$ cat src/rtl/neuron_bus_pkg.sv
// Shared types for the neuron bus reader: capture FSM states and default bus width.
package neuron_bus_pkg;

  localparam int NB_DATA_W = 21;

  typedef enum logic [1:0] {
    IDLE    = 2'd0,
    SETTLE  = 2'd1,
    SAMPLE  = 2'd2,
    RELEASE = 2'd3
  } state_t;

endpackage

$ cat src/rtl/neuron_bus_fifo.sv
// Capture FIFO for the neuron bus reader; extra pointer MSB separates full from empty.
module neuron_bus_fifo #(
  parameter int DATA_W = 21,
  parameter int DEPTH  = 4
) (
  input  logic              clk,
  input  logic              rst_n,
  input  logic              push,
  input  logic [DATA_W-1:0] wdata,
  input  logic              pop,
  output logic [DATA_W-1:0] rdata,
  output logic              full,
  output logic              empty
);

  localparam int AW = $clog2(DEPTH);

  logic [DATA_W-1:0] mem [DEPTH];
  logic [AW:0]       wptr, rptr;
  logic              do_push, do_pop;

  assign full  = (wptr[AW] != rptr[AW]) && (wptr[AW-1:0] == rptr[AW-1:0]);
  assign empty = (wptr == rptr);
  // A pop in the same cycle frees the slot, so a full FIFO still accepts the push.
  assign do_push = push && (!full || pop);
  assign do_pop  = pop && !empty;
  assign rdata   = empty ? '0 : mem[rptr[AW-1:0]];

  always_ff @(posedge clk) begin
    if (!rst_n) begin
      wptr <= '0;
      rptr <= '0;
    end else begin
      if (do_push) wptr <= wptr + 1'b1;
      if (do_pop)  rptr <= rptr + 1'b1;
    end
  end

  always_ff @(posedge clk) begin
    if (do_push) mem[wptr[AW-1:0]] <= wdata;
  end

endmodule

$ cat src/rtl/neuron_bus_reader.sv
// Samples a shared tri-state neuron bus once per driver ownership and queues the word.
// Optional drop counter output enabled by NEURON_BUS_READER_DROPCNT_EN.
module neuron_bus_reader
  import neuron_bus_pkg::*;
#(
  parameter int DATA_W     = NB_DATA_W,
  parameter int DEPTH      = 4,
  parameter int SETTLE_CYC = 1
) (
  input  logic              clk,
  input  logic              rst_n,
  input  logic [DATA_W-1:0] bus_data,
  input  logic [DATA_W-1:0] bus_ctl,
  input  logic              bus_en,
  output logic [DATA_W-1:0] out_data,
  output logic              out_valid,
  input  logic              out_ready,
  output logic              overflow,
  output logic              busy
`ifdef NEURON_BUS_READER_DROPCNT_EN
  ,
  output logic [7:0]        drop_cnt
`endif
);

  localparam logic [3:0] SETTLE_LAST = 4'(SETTLE_CYC - 1);

  state_t      state;
  logic [3:0]  settle_cnt;
  logic        full, empty, push, pop, drop;

  assign out_valid = !empty;
  assign pop       = !empty && out_ready;
  assign push      = (state == SAMPLE);
  assign drop      = push && full && !pop;

  always_ff @(posedge clk) begin
    if (!rst_n) begin
      state      <= IDLE;
      settle_cnt <= '0;
      busy       <= 1'b0;
      overflow   <= 1'b0;
    end else begin
      if (drop) overflow <= 1'b1;
      unique case (state)
        IDLE: if (bus_en) begin
          state      <= SETTLE;
          settle_cnt <= '0;
          busy       <= 1'b1;
        end
        // Driver releasing early means the bus never settled: abort without capture.
        SETTLE: if (!bus_en) begin
          state <= IDLE;
          busy  <= 1'b0;
        end else if (settle_cnt == SETTLE_LAST) begin
          state <= SAMPLE;
        end else begin
          settle_cnt <= settle_cnt + 1'b1;
        end
        SAMPLE: state <= RELEASE;
        RELEASE: if (!bus_en) begin
          state <= IDLE;
          busy  <= 1'b0;
        end
      endcase
    end
  end

`ifdef NEURON_BUS_READER_DROPCNT_EN
  always_ff @(posedge clk) begin
    if (!rst_n)                        drop_cnt <= '0;
    else if (drop && drop_cnt != 8'hFF) drop_cnt <= drop_cnt + 1'b1;
  end
`endif

  neuron_bus_fifo #(.DATA_W(DATA_W), .DEPTH(DEPTH)) u_fifo (
    .clk   (clk),
    .rst_n (rst_n),
    .push  (push),
    .wdata (bus_data & bus_ctl),
    .pop   (pop),
    .rdata (out_data),
    .full  (full),
    .empty (empty)
  );

endmodule

$ cat config.mk
export PLATFORM = sky130hd
export DESIGN_NAME = neuron_bus_reader
export DESIGN_NICKNAME = d
export VERILOG_FILES = /design/src/rtl/neuron_bus_pkg.sv /design/src/rtl/neuron_bus_fifo.sv /design/src/rtl/neuron_bus_reader.sv
export SDC_FILE = /design/constraint.sdc
export NUM_CORES = 1
export LEC_CHECK = 0
export CAP_MARGIN = 20
export CORE_ASPECT_RATIO = 1.5
export CORE_UTILIZATION = 53
export CTS_CLUSTER_SIZE = 14
export DETAILED_ROUTE_END_ITERATION = 8
export MAX_ROUTING_LAYER = met4
export PLACE_DENSITY = 0.8
export SYNTH_ARGS = -nofsm -noshare
export SYNTH_HDL_FRONTEND = slang
export SYNTH_SLANG_ARGS = --single-unit
$ cat constraint.sdc
create_clock -name clk -period 2.2 [get_ports clk]
set_input_delay 0.44 -clock clk [delete_from_list [all_inputs] [get_ports clk]]
set_output_delay 0.44 -clock clk [all_outputs]
set_load 0.005 [all_outputs]
==> flow_summary.yaml <==
synthesis:
  synthMostInstantiatedCell: "edfxtp_1"
  syn_area_mm2: 0.00415
  synthTopCellsByCount: "edfxtp_1 (84), and2_1 (28), nor2b_1 (25)"
  synth.distinct_cells: 34
  synth_area_per_cell_um2: 17.1
  synth_area_leaders: "edfxtp_1 (61%), mux4_2 (11%), dfxtp_1 (7.7%), and2_1 (4.2%), nor2b_1 (3.8%)"
  synth-main-ff-cell: "edfxtp_1"
  yosys_warnings: 0
  synth_seq_cells: 100
  netlist_instances: 242
  yosys.area.top_type: "edfxtp_1"
  synthesis.nets: 295
  async_flop_share: 0
  seq_area_frac_synth: 0.685
  yosys.area.top_type_share: 0.608
  synth_enable_flop_cells: 84
setup_path:
  critPathTopFamily: "multiplexers"
  path_cells: "buf_12, buf_6, mux4_2, nor2b_4, buf_2"
  crit_buf_inv: 3
  cpPeakStageDelay_ns: 0.51
  end_kind: "output port"
  worstPathRequired_ns: 1.76
  cp-start-kind: "flop"
  cp_slowest_cell: "mux4_2"
  r2r-start: "u_fifo.rptr[2]$_SDFFE_PN0P_"
  crit_type: "reg -> out"
  cp_max_fo: 6
  arrival_ns: 1.77
global_route:
  grt_overflow: 0
  grt.total_usage: 0.234
  first_global_vias: 2553
  grt_antenna_before_repair: 0
  grt_max_degree: 23
  grt_pass1_wl_um: 12800
die:
  die_h_um: 110
  dieArea_mm2: 0.00820
  ios: 70
  start_util: 0.545
  std_cell_rows: 39
  core-area_mm2: 0.00761
  fp.dieW_um: 74.3
detailed_routing:
  drc: 0
  vias: 2486
  ant_nets: 0
  drt_iter0_drc: 155
  routed_wl_um: 8350
  avgRoutedWirePerCell_um: 18.2
  drtPass1Iterations: 4
  vias_per_cell: 5.42
timing:
  layout_min_cycle_time_ns: 2.21
  worstMarginPinSlew_ns: 0.566
  fmax_mhz: 452
  final-max-slew-violation-count: 0
  setup_viol: 1
  grt_setup_unrepaired: "true"
  setup_ws_ns: -0.0107
  hold_viol_final: 0
  fin_crit_sh: 1.00
  fin_skew_ns: 0.00589
  slew_headroom: 0.617
clock_tree:
  clk_pin_slew_ns: 0.06
  clock-root-buffer: "clkbuf_16"
  cts_buffers: 9
  cts_tree: "yes"
  cts.sinks: 100
  clk_path_buf_depth: 2
  h-tree-depth: 3
  insertion_delay_ns: 0.34
cells_and_area:
  antenna_cells: 0
  syn2layout_area_growth_pct: 36.4
  final_core_util: 0.744
  finalNetCount: 405
  drive_above_1_share: 0.314
run_status:
  status: "finished with violations"
  violations: "setup timing"
min_path:
  min_from: "overflow$_SDFFE_PN0P_"
  min_path_type: "reg -> reg"
placed_design:
  port_buffers: 69
  dp_hpwl_um: 5090
  gp_congestion: 0.791
power:
  ir_drop_v: 0.000475
  power_mw: 4.51
  p_per_area_mw_per_mm2: 797
  leakage_nw: 2.05
run:
  maxCapViolations: 0
## path summary, 6_finish.rpt
check                           endpoint  slack [ns]  cells past startpoint
max reg2reg  u_fifo.mem[3][18]$_DFFE_PP_        0.47                      4
max                          out_data[8]       -0.01                      5
min reg2reg        overflow$_SDFFE_PN0P_        0.47                      1
min                overflow$_SDFFE_PN0P_        0.47                      1
## what timing repair did
item | 4_1_cts | 5_1_grt
setup endpoints to repair | 22 | 21
gates resized for setup | 89 | 27
buffers inserted | 20 | 0
gates cloned | 1 | 0
pin swaps | 2 | 1
hold buffers | 0 | 0
## metal layers
| metal | global-route usage | up-vias | share of wire |
|---|---|---|---|
| met5 | - | - | 0 |
| met4 | 0.146 | 0 | 0.025 |
| met3 | 0.0327 | 13 | 0.046 |
| met2 | 0.423 | 85 | 0.58 |
| met1 | 0.232 | 1247 | 0.35 |
| li1 | - | 1141 | - |
## cell families after synthesis
group	count (synthesis)	share of synthesized area
flops	100	0.685
simple gates	75	0.111
mux	21	0.114
compound gates	15	0.0308
buf+inv	14	0.0151
xor+xnor	10	0.0229
fa+ha+maj	7	0.0211
## layout make-up
type                       instances  area [µm²]
sequential                       100        2850
fill                             474        1950
multi-input combinational        128        1350
timing repair buffer             106        1020
clock buffer                      12         258
tap                              102         128
inverter                           7        26.3
clock inverter                     4        23.8
## where the power goes
| group | leakage (nW) | switching [mW] | internal, mW |
|---|---|---|---|
| Sequential | 0.903 | 0.0336 | 2.10 |
| Combinational | 1.01 | 0.360 | 0.553 |
| Clock | 0.141 | 0.631 | 0.832 |
| Total | 2.05 | 1.02 | 3.49 |
## sequential cells by signal, summed over array words and instances, names as in the netlist, named ones only
signal and flops:
busy 1, overflow 1, settle_cnt 4, state 1, u_fifo.mem 84, u_fifo.rptr 3, u_fifo.wptr 3
## through the flow
step | setup slack [ns] | TNS (ns) | cells | instance area [µm²] | hold slack, ns
6_report | -0.0107 | -0.0107 | 459 | 5660 | 0.469
5_1_grt | -0.0689 | -0.494 | 459 | 5660 | 0.503
4_1_cts | -0.0692 | -0.271 | 461 | 5660 | 0.473
3_5_place_dp | 0.000779 | 0 | 424 | 5140 | 0.459
3_3_place_gp | 0.0710 | 0 | 424 | 5140 | 0.453
2_1_floorplan | 0.374 | 0 | 242 | 4150 | 0.464
## placed cells by master (no fill, tap or decap), types with 2 or more instances in the layout
master / netlist / layout
a21oi_1: 2 / 2
a22oi_1: 2 / 2
and2_1: 28 / 28
buf_12: 0 / 5
buf_2: 2 / 11
buf_4: 2 / 17
buf_6: 0 / 14
clkbuf_1: 3 / 2
clkbuf_16: 0 / 10
clkbuf_2: 0 / 7
clkdlybuf4s15_1: 0 / 2
clkdlybuf4s50_1: 0 / 47
clkinv_2: 0 / 3
dfxtp_1: 16 / 13
dfxtp_4: 0 / 2
edfxtp_1: 84 / 84
ha_1: 7 / 7
inv_1: 7 / 7
mux4_2: 21 / 21
nand2_1: 3 / 3
nand2b_1: 3 / 3
nand3_1: 3 / 3
nand4_1: 2 / 2
nand4b_1: 2 / 2
nor2_1: 4 / 4
nor2b_1: 25 / 14
nor2b_4: 0 / 10
o21ai_0: 3 / 3
xnor2_1: 5 / 5
xor2_1: 4 / 3
No activity file was read; power rests on OpenSTA's default activity.
